===== config.mk =====
export PLATFORM = sky130hd
export DESIGN_NAME = systolic_feeder_flat
export DESIGN_NICKNAME = d
export VERILOG_FILES = /design/src/rtl/systolic_feeder_if.sv /design/src/rtl/systolic_feeder.sv /design/src/flat_wrapper.sv
export SDC_FILE = /design/constraint.sdc
export NUM_CORES = 1
export LEC_CHECK = 0
export ABC_AREA = 1
export ABC_CLOCK_PERIOD_IN_PS = 2000
export CAP_MARGIN = 40
export CORE_AREA = 4 4 165 167
export CTS_BUF_LIST = sky130_fd_sc_hd__clkbuf_4
export DETAILED_ROUTE_END_ITERATION = 10
export DIE_AREA = 0 0 169 171
export GPL_TIMING_DRIVEN = 0
export HOLD_SLACK_MARGIN = 0.02
export PLACE_DENSITY = 0.69
export SYNTH_ARGS = -nofsm -noshare
export SYNTH_HDL_FRONTEND = slang
export SYNTH_SLANG_ARGS = --single-unit

===== constraint.sdc =====
create_clock -name clk -period 2 [get_ports clk]
set_input_delay 0.6 -clock clk [delete_from_list [all_inputs] [get_ports clk]]
set_output_delay 0.6 -clock clk [all_outputs]
set_load 0.005 [all_outputs]

===== src/rtl/systolic_feeder_if.sv =====
// systolic_feeder_if: transaction inputs and skewed west/north edge outputs of the systolic feeder.
interface systolic_feeder_if #(
  parameter int N  = 4,
  parameter int DW = 16,
  parameter int KW = 16
);
  logic            start;
  logic [KW-1:0]   k_len;
  logic            in_valid;
  logic            in_ready;
  logic [N*DW-1:0] in_row;
  logic [N*DW-1:0] in_col;
  logic [N*DW-1:0] west_row_out;
  logic [N*DW-1:0] north_col_out;
  logic            complete_flag;
  logic            busy;
  logic            done;
  modport master (
    output start, k_len, in_valid, in_row, in_col,
    input  in_ready, west_row_out, north_col_out, complete_flag, busy, done
  );
  modport slave (
    input  start, k_len, in_valid, in_row, in_col,
    output in_ready, west_row_out, north_col_out, complete_flag, busy, done
  );
endinterface


===== src/rtl/systolic_feeder.sv =====
// systolic_feeder: skews row/column beats diagonally into a PE grid, drains with zero bubbles,
// then raises the shared freeze so accumulated sums hold for readout.
module systolic_feeder #(
  parameter int N  = 4,
  parameter int DW = 16,
  parameter int KW = 16
) (
  input logic clk,
  input logic rst_n,
  systolic_feeder_if.slave bus
);
  localparam int CW = $clog2(2 * N);
  typedef enum logic [1:0] {IDLE, LOAD, DRAIN} state_t;
  state_t        state, state_d;
  logic [KW-1:0] beat, beat_d;
  logic [CW-1:0] drain, drain_d;
  logic          done_q, done_d;
  logic          accept;
  assign accept            = state == LOAD && bus.in_valid;
  assign bus.in_ready      = state == LOAD;
  assign bus.busy          = state != IDLE;
  assign bus.complete_flag = state == IDLE;
  assign bus.done          = done_q;
  always_ff @(posedge clk or negedge rst_n)
    if (!rst_n) begin
      state  <= IDLE;
      beat   <= '0;
      drain  <= '0;
      done_q <= 1'b0;
    end else begin
      state  <= state_d;
      beat   <= beat_d;
      drain  <= drain_d;
      done_q <= done_d;
    end
  always_comb begin
    state_d = state;
    beat_d  = beat;
    drain_d = drain;
    done_d  = 1'b0;
    case (state)
      IDLE: if (bus.start) begin
        state_d = bus.k_len == '0 ? IDLE : LOAD;
        beat_d  = bus.k_len;
        done_d  = bus.k_len == '0;
      end
      LOAD: if (accept) begin
        beat_d = beat - 1'b1;
        if (beat == KW'(1)) begin
          state_d = DRAIN;
          drain_d = CW'(2 * N - 1);
        end
      end
      DRAIN: begin
        drain_d = drain - 1'b1;
        if (drain == CW'(1)) begin
          state_d = IDLE;
          done_d  = 1'b1;
        end
      end
      default: state_d = IDLE;
    endcase
  end
  // Lane i is an (i+1)-deep shift chain; non-accepted slots inject zeros so misaligned products vanish.
  for (genvar i = 0; i < N; i++) begin : g_lane
    logic [DW-1:0] r_sr [i+1];
    logic [DW-1:0] c_sr [i+1];
    always_ff @(posedge clk or negedge rst_n)
      if (!rst_n) begin
        for (int j = 0; j <= i; j++) begin
          r_sr[j] <= '0;
          c_sr[j] <= '0;
        end
      end else begin
        r_sr[0] <= accept ? bus.in_row[i*DW +: DW] : '0;
        c_sr[0] <= accept ? bus.in_col[i*DW +: DW] : '0;
        for (int j = 1; j <= i; j++) begin
          r_sr[j] <= r_sr[j-1];
          c_sr[j] <= c_sr[j-1];
        end
      end
    assign bus.west_row_out[i*DW +: DW]  = r_sr[i];
    assign bus.north_col_out[i*DW +: DW] = c_sr[i];
  end
endmodule


===== src/flat_wrapper.sv =====
// flat-port wrapper written by rule: the top's interface ports become plain ports
module systolic_feeder_flat 
#(
  parameter int N  = 4,
  parameter int DW = 16,
  parameter int KW = 16
)
  (clk, rst_n, bus_start, bus_k_len, bus_in_valid, bus_in_row, bus_in_col, bus_in_ready, bus_west_row_out, bus_north_col_out, bus_complete_flag, bus_busy, bus_done);
  systolic_feeder_if #(.N(N), .DW(DW), .KW(KW)) bus_i ();
  input logic clk;
  input logic rst_n;
  input wire logic [$bits(bus_i.start)-1:0] bus_start;
  input wire logic [$bits(bus_i.k_len)-1:0] bus_k_len;
  input wire logic [$bits(bus_i.in_valid)-1:0] bus_in_valid;
  input wire logic [$bits(bus_i.in_row)-1:0] bus_in_row;
  input wire logic [$bits(bus_i.in_col)-1:0] bus_in_col;
  output wire logic [$bits(bus_i.in_ready)-1:0] bus_in_ready;
  output wire logic [$bits(bus_i.west_row_out)-1:0] bus_west_row_out;
  output wire logic [$bits(bus_i.north_col_out)-1:0] bus_north_col_out;
  output wire logic [$bits(bus_i.complete_flag)-1:0] bus_complete_flag;
  output wire logic [$bits(bus_i.busy)-1:0] bus_busy;
  output wire logic [$bits(bus_i.done)-1:0] bus_done;
  assign bus_i.start = bus_start;
  assign bus_i.k_len = bus_k_len;
  assign bus_i.in_valid = bus_in_valid;
  assign bus_i.in_row = bus_in_row;
  assign bus_i.in_col = bus_in_col;
  assign bus_in_ready = bus_i.in_ready;
  assign bus_west_row_out = bus_i.west_row_out;
  assign bus_north_col_out = bus_i.north_col_out;
  assign bus_complete_flag = bus_i.complete_flag;
  assign bus_busy = bus_i.busy;
  assign bus_done = bus_i.done;
  systolic_feeder #(.N(N), .DW(DW), .KW(KW)) u_core (.clk(clk), .rst_n(rst_n), .bus(bus_i));
endmodule

# ---- Word-level counts from Yosys, hierarchy flattened
# Index checks and enable logic that the tools add are counted.
dict set report op_classes {
  addsub 2
  multipliers 0
  div 0
  order_cmp 0
  eq_ne 8
  shifts 0
  muxes 23
  n_bitwise 0
  n_reduce_logical 9
}
# cell count
set ops {}
lappend ops {{$mux W16} 10}
lappend ops {{$pmux W16 S2} 1}
lappend ops {{$eq A16 B1 Y1 const B} 1}
lappend ops {{$logic_not A16 Y1} 1}
lappend ops {{$sub A16 B1 Y16 const B} 1}
lappend ops {{$mux W2} 4}
lappend ops {{$mux W3} 2}
lappend ops {{$ne A2 B1 Y1 const B} 3}
lappend ops {{$pmux W2 S3} 1}
lappend ops {{$pmux W3 S2} 1}
lappend ops {{$reduce_and A3 Y1} 2}
lappend ops {{$reduce_bool A2 Y1} 3}
lappend ops {{$reduce_and A4 Y1} 1}
lappend ops {{$eq A3 B1 Y1 const B} 1}
lappend ops {{$mux W1} 3}
lappend ops {{$sub A3 B1 Y3 const B} 1}
lappend ops {{$eq A2 B1 Y1 const B} 1}
lappend ops {{$eq A2 B2 Y1 const B} 1}
lappend ops {{$logic_not A2 Y1} 1}
lappend ops {{$ne A2 B2 Y1 const B} 1}
lappend ops {{$pmux W1 S2} 1}
lappend ops {{$logic_and A1 B1 Y1} 1}
dict set report word_totals {
  register_bits 342
  latch_bits 0
  ram_bits 0
  mem_bits_ro 0
  inputBits 148
  output_inout_bits 132
  word_cells 66
  n_memories 0
}

# ---- Longest topological paths before layout
dict set report depth {
  depth_word 4
  mapped_depth 11
  mapped_depth_nobuf 10
}

# ---- Worst setup path before layout
# Ideal clock, no wire load.
dict set report synth_path {
  path_type {register -> register}
  start {register u_core.state[1]}
  end {register u_core.beat[7]}
  setup_ns 0.119
  arrival_time_ns 1.415
  required_time_ns 1.881
  setup_slack_ns 0.466
  path_stages_with_launch 11
  n_path_buf 2
  synth_period_minus_slack_ns 1.534
  cell_sequence {dfrtp_1 -> inv_1 -> ha_1 -> buf_6 -> clkinv_2 -> nand2_2 -> a21oi_4 -> inv_2 -> buf_6 -> a21oi_1 -> nor2_1}
}
dict set report synth_between {
  elab_chain_len 4
  word_cells_on_any_way 8
  cone_classes {eq/ne: 3; mux: 1; reduce/logical: 4}
}
# item line_no
set synth_rtl {}
lappend synth_rtl {{start, declared} systolic_feeder.sv:14} ;# state_t state, state_d;
lappend synth_rtl {{start signal, assigned} systolic_feeder.sv:31} ;# state <= state_d;
lappend synth_rtl {{$eq A2 B1 Y1 *} --}
lappend synth_rtl {{named net bus_in_ready} flat_wrapper.sv:17} ;# output wire logic [$bits(bus_i.in_ready)-1:0] bus_in_ready;
lappend synth_rtl {{$logic_and A1 B1 Y1} systolic_feeder.sv:19} ;# assign accept = state == LOAD && bus.in_valid;
lappend synth_rtl {{$ne A2 B1 Y1 (no source line)} --}
lappend synth_rtl {{$reduce_and A3 Y1 (no source line)} --}
lappend synth_rtl {{end signal, assigned} systolic_feeder.sv:32} ;# beat <= beat_d;
lappend synth_rtl {{end, declared} systolic_feeder.sv:15} ;# logic [KW-1:0] beat, beat_d;
# The timed path passes the listed nets; every way through them passes the cells marked *.
# A chain may end at the register's enable or synchronous reset.

# ---- Worst setup path in the final report
dict set report layout_path {
  start {register u_core.state[0]}
  end {output bus_busy}
}
dict set report layout_between {
  elab_chain_len 1
}
# item line_no
set layout_rtl {}
lappend layout_rtl {{$reduce_bool A2 Y1} systolic_feeder.sv:21} ;# assign bus.busy = state != IDLE;
lappend layout_rtl {{end, declared} flat_wrapper.sv:21} ;# output wire logic [$bits(bus_i.busy)-1:0] bus_busy;
# Every way passes these cells.

==> qor.yml <==
min_path_type: "reg -> reg"
pre_cts_ws_ns: -0.307
reg2regPathDepth: 11
cts_made_buffers: 85
slew_headroom: 0.546
skew_ns: 0.0490
track_usage: 0.157
p_per_area_mw_per_mm2: 1150
maxSlewViolCount: 0
holdWs_ns: 0.308
mostFrequentLayoutCell: "dfrtp_1"
fp.dieW_um: 169
min_period_over_period: 1.03
worst_slack_ns: -0.0590
rsz0062_at_grt: "true"
drt_wl_total_mm: 22.7
syn_area_mm2: 0.0114
holdPathStages: 0
gp_congestion: 0.863
synthDominantCellAreaShare: 0.752
rows: 59
max_freq_mhz: 486
ys_types: 30
placed_area_mm2: 0.0147
layout_common_cells: "dfrtp_1, nor2_1, inv_1"
violations: "negative setup slack"
required_ns: 1.40
synth_area_leader_cell: "dfrtp_1"
ys_warn_count: 0
synth_ff_type: "dfrtp_1"
cts_tree: "done"
ioPinCount: 280
core_mm2: 0.0258
worst_pin_slew_ns: 0.681
clk_pin_slew_ns: 0.06
worstSetupPathType: "reg -> out"
synth_seq_cells: 342
diodes: 0
seq_area_frac_synth: 0.752
grt_max_degree: 130
fin_crit_ns: 2.06
syn_to_final_growth_pct: 34.0
via_per_inst: 4.12
htree_levels: 3
status: "finished, violations left"
drive_above_1_share: 0.261
drc: 0
ant_nets: 0
clock_sinks: 342
grt_pass1_vias: 7192
initial_core_util: 0.442
avgSynthCellArea_um2: 12.1
finalSetupViolations: 3
ys_top_cells_by_area: "dfrtp_1, buf_4, nor2_1, inv_1, nand2_1"
grt_pass1_wl_mm: 35.9
num_vias: 7020
synth-edff-count: 0
crit_path_start_kind: "flop"
grt-ovfl-total: 0
die_y_um: 171
final_area_mm2: 0.0153
cp_max_fo: 4
nets: 1472
avgRoutedWirePerCell_um: 13.3
syn-num-nets: 1095
cp-end-kind: "output pin"
cp.arrival_ns: 1.46
place_inst: 1557
drtPass1Iterations: 4
final_cells: 1702
hold_viol: 0
dieArea_mm2: 0.0289
cts_buffer_depth: 3
dp_hpwl_mm: 15.8
peakVddDrop_uv: 718
root_buffer: "clkbuf_4"
port_buffers: 279
power_leakage_nw: 8.75
synthCells: 940
insertion_delay_ns: 0.68
antenna_found_initial: 0
async_flop_share: 1.00
drt_iter0_markers: 280
cap_violations: 0
[worst paths after layout]
| path | endpoint | slack [ns] | start |
|---|---|---|---|
| setup / recovery | bus_busy | -0.06 | u_core.state[0]$_DFFE_PN0P_ |
| hold / removal | u_core.bus.north_col_out[56]$_DFF_PN0_ | 0.31 | u_core.g_lane[3].c_sr[24]$_DFF_PN0_ |
| setup reg to reg | u_core.beat[14]$_DFFE_PN0P_ | 0.19 | u_core.state[0]$_DFFE_PN0P_ |
| hold reg to reg | u_core.bus.north_col_out[56]$_DFF_PN0_ | 0.31 | u_core.g_lane[3].c_sr[24]$_DFF_PN0_ |
| max in group asynchronous | u_core.bus.west_row_out[33]$_DFF_PN0_ | 0.36 | rst_n |
| min in group asynchronous | u_core.g_lane[2].c_sr[16]$_DFF_PN0_ | 0.53 | rst_n |
[where the power goes]
part	total (W)	switching (W)	leakage (nW)	internal, W
Clock	0.00524	0.00253	0.583	0.00271
Sequential	0.00848	0.000447	4.65	0.00804
Combinational	0.00374	0.00196	3.52	0.00178
[kinds of logic (layout without fill, tap and decap cells)]
family,after synthesis,count (layout),synth area share
buf+inv,270,697,0.124
simple gates,295,295,0.103
compound gates,25,25,0.0132
flops,342,342,0.752
xor+xnor,1,1,0.000770
fa+ha+maj,7,7,0.00769
[sequential cells by signal, summed over array words and instances (netlist names)]
| name | flops |
|---|---|
| u_core.bus.done | 1 |
| u_core.g_lane.r_sr | 112 |
| u_core.drain | 3 |
| u_core.state | 2 |
| u_core.beat | 16 |
| u_core.g_lane.c_sr | 112 |
| u_core.bus.north_col_out | 48 |
| u_core.bus.west_row_out | 48 |
[cell type report]
cell class | instances | area, µm²
plain buffers | 116 | 832
clock buffers | 118 | 886
clock inverters | 19 | 93.8
fillers | 2155 | 10500
inverters | 154 | 582
multi-input cells | 328 | 1440
flip-flops and latches | 342 | 8560
well taps | 335 | 419
repair buffers | 290 | 2440
[routing by layer]
| metal | GRT usage | part of all wire | up-vias |
|---|---|---|---|
| met2 | 0.252 | 0.49 | 268 |
| met4 | 0.0683 | 0.024 | 0 |
| met1 | 0.198 | 0.41 | 3255 |
| met3 | 0.0506 | 0.079 | 39 |
| li1 | - | - | 3458 |
| met5 | 0 | 0 | - |
[through the flow]
stage	utilization	power (W)	TNS, ns
2_1_floorplan	-	0.0106	0
3_3_place_gp	0.567	0.0124	-4766.95
3_5_place_dp	0.569	0.0125	-17.69
4_1_cts	0.593	0.0178	-0.356
5_1_grt	0.592	0.0187	-0.421
6_report	0.592	0.0175	-0.106
[worst max-delay path, cell delays in order, from the launching register on]
cell	delay, ns
dfrtp_1	0.40
inv_2	0.10
ha_4	0.17
inv_4	0.04
buf_6	0.10
[synth_stat cells (4+ instances only)]
library cell  count
a21oi_1           5
buf_2            13
buf_4            97
clkbuf_1          4
dfrtp_1         342
ha_1              7
inv_1           152
nand2_1          87
nand3_1          21
nor2_1          175
o21ai_0          10
o21ai_1           4
[what timing repair did]
item,4_1_cts,5_1_grt
pin swaps,2,2
hold buffers,1,0
setup buffers,5,2
gates cloned,0,0
endpoints found under the setup margin,135,13
gates resized for setup,410,12
hold endpoints to repair,90,0
Note: power is estimated with default switching activity, not from simulation.
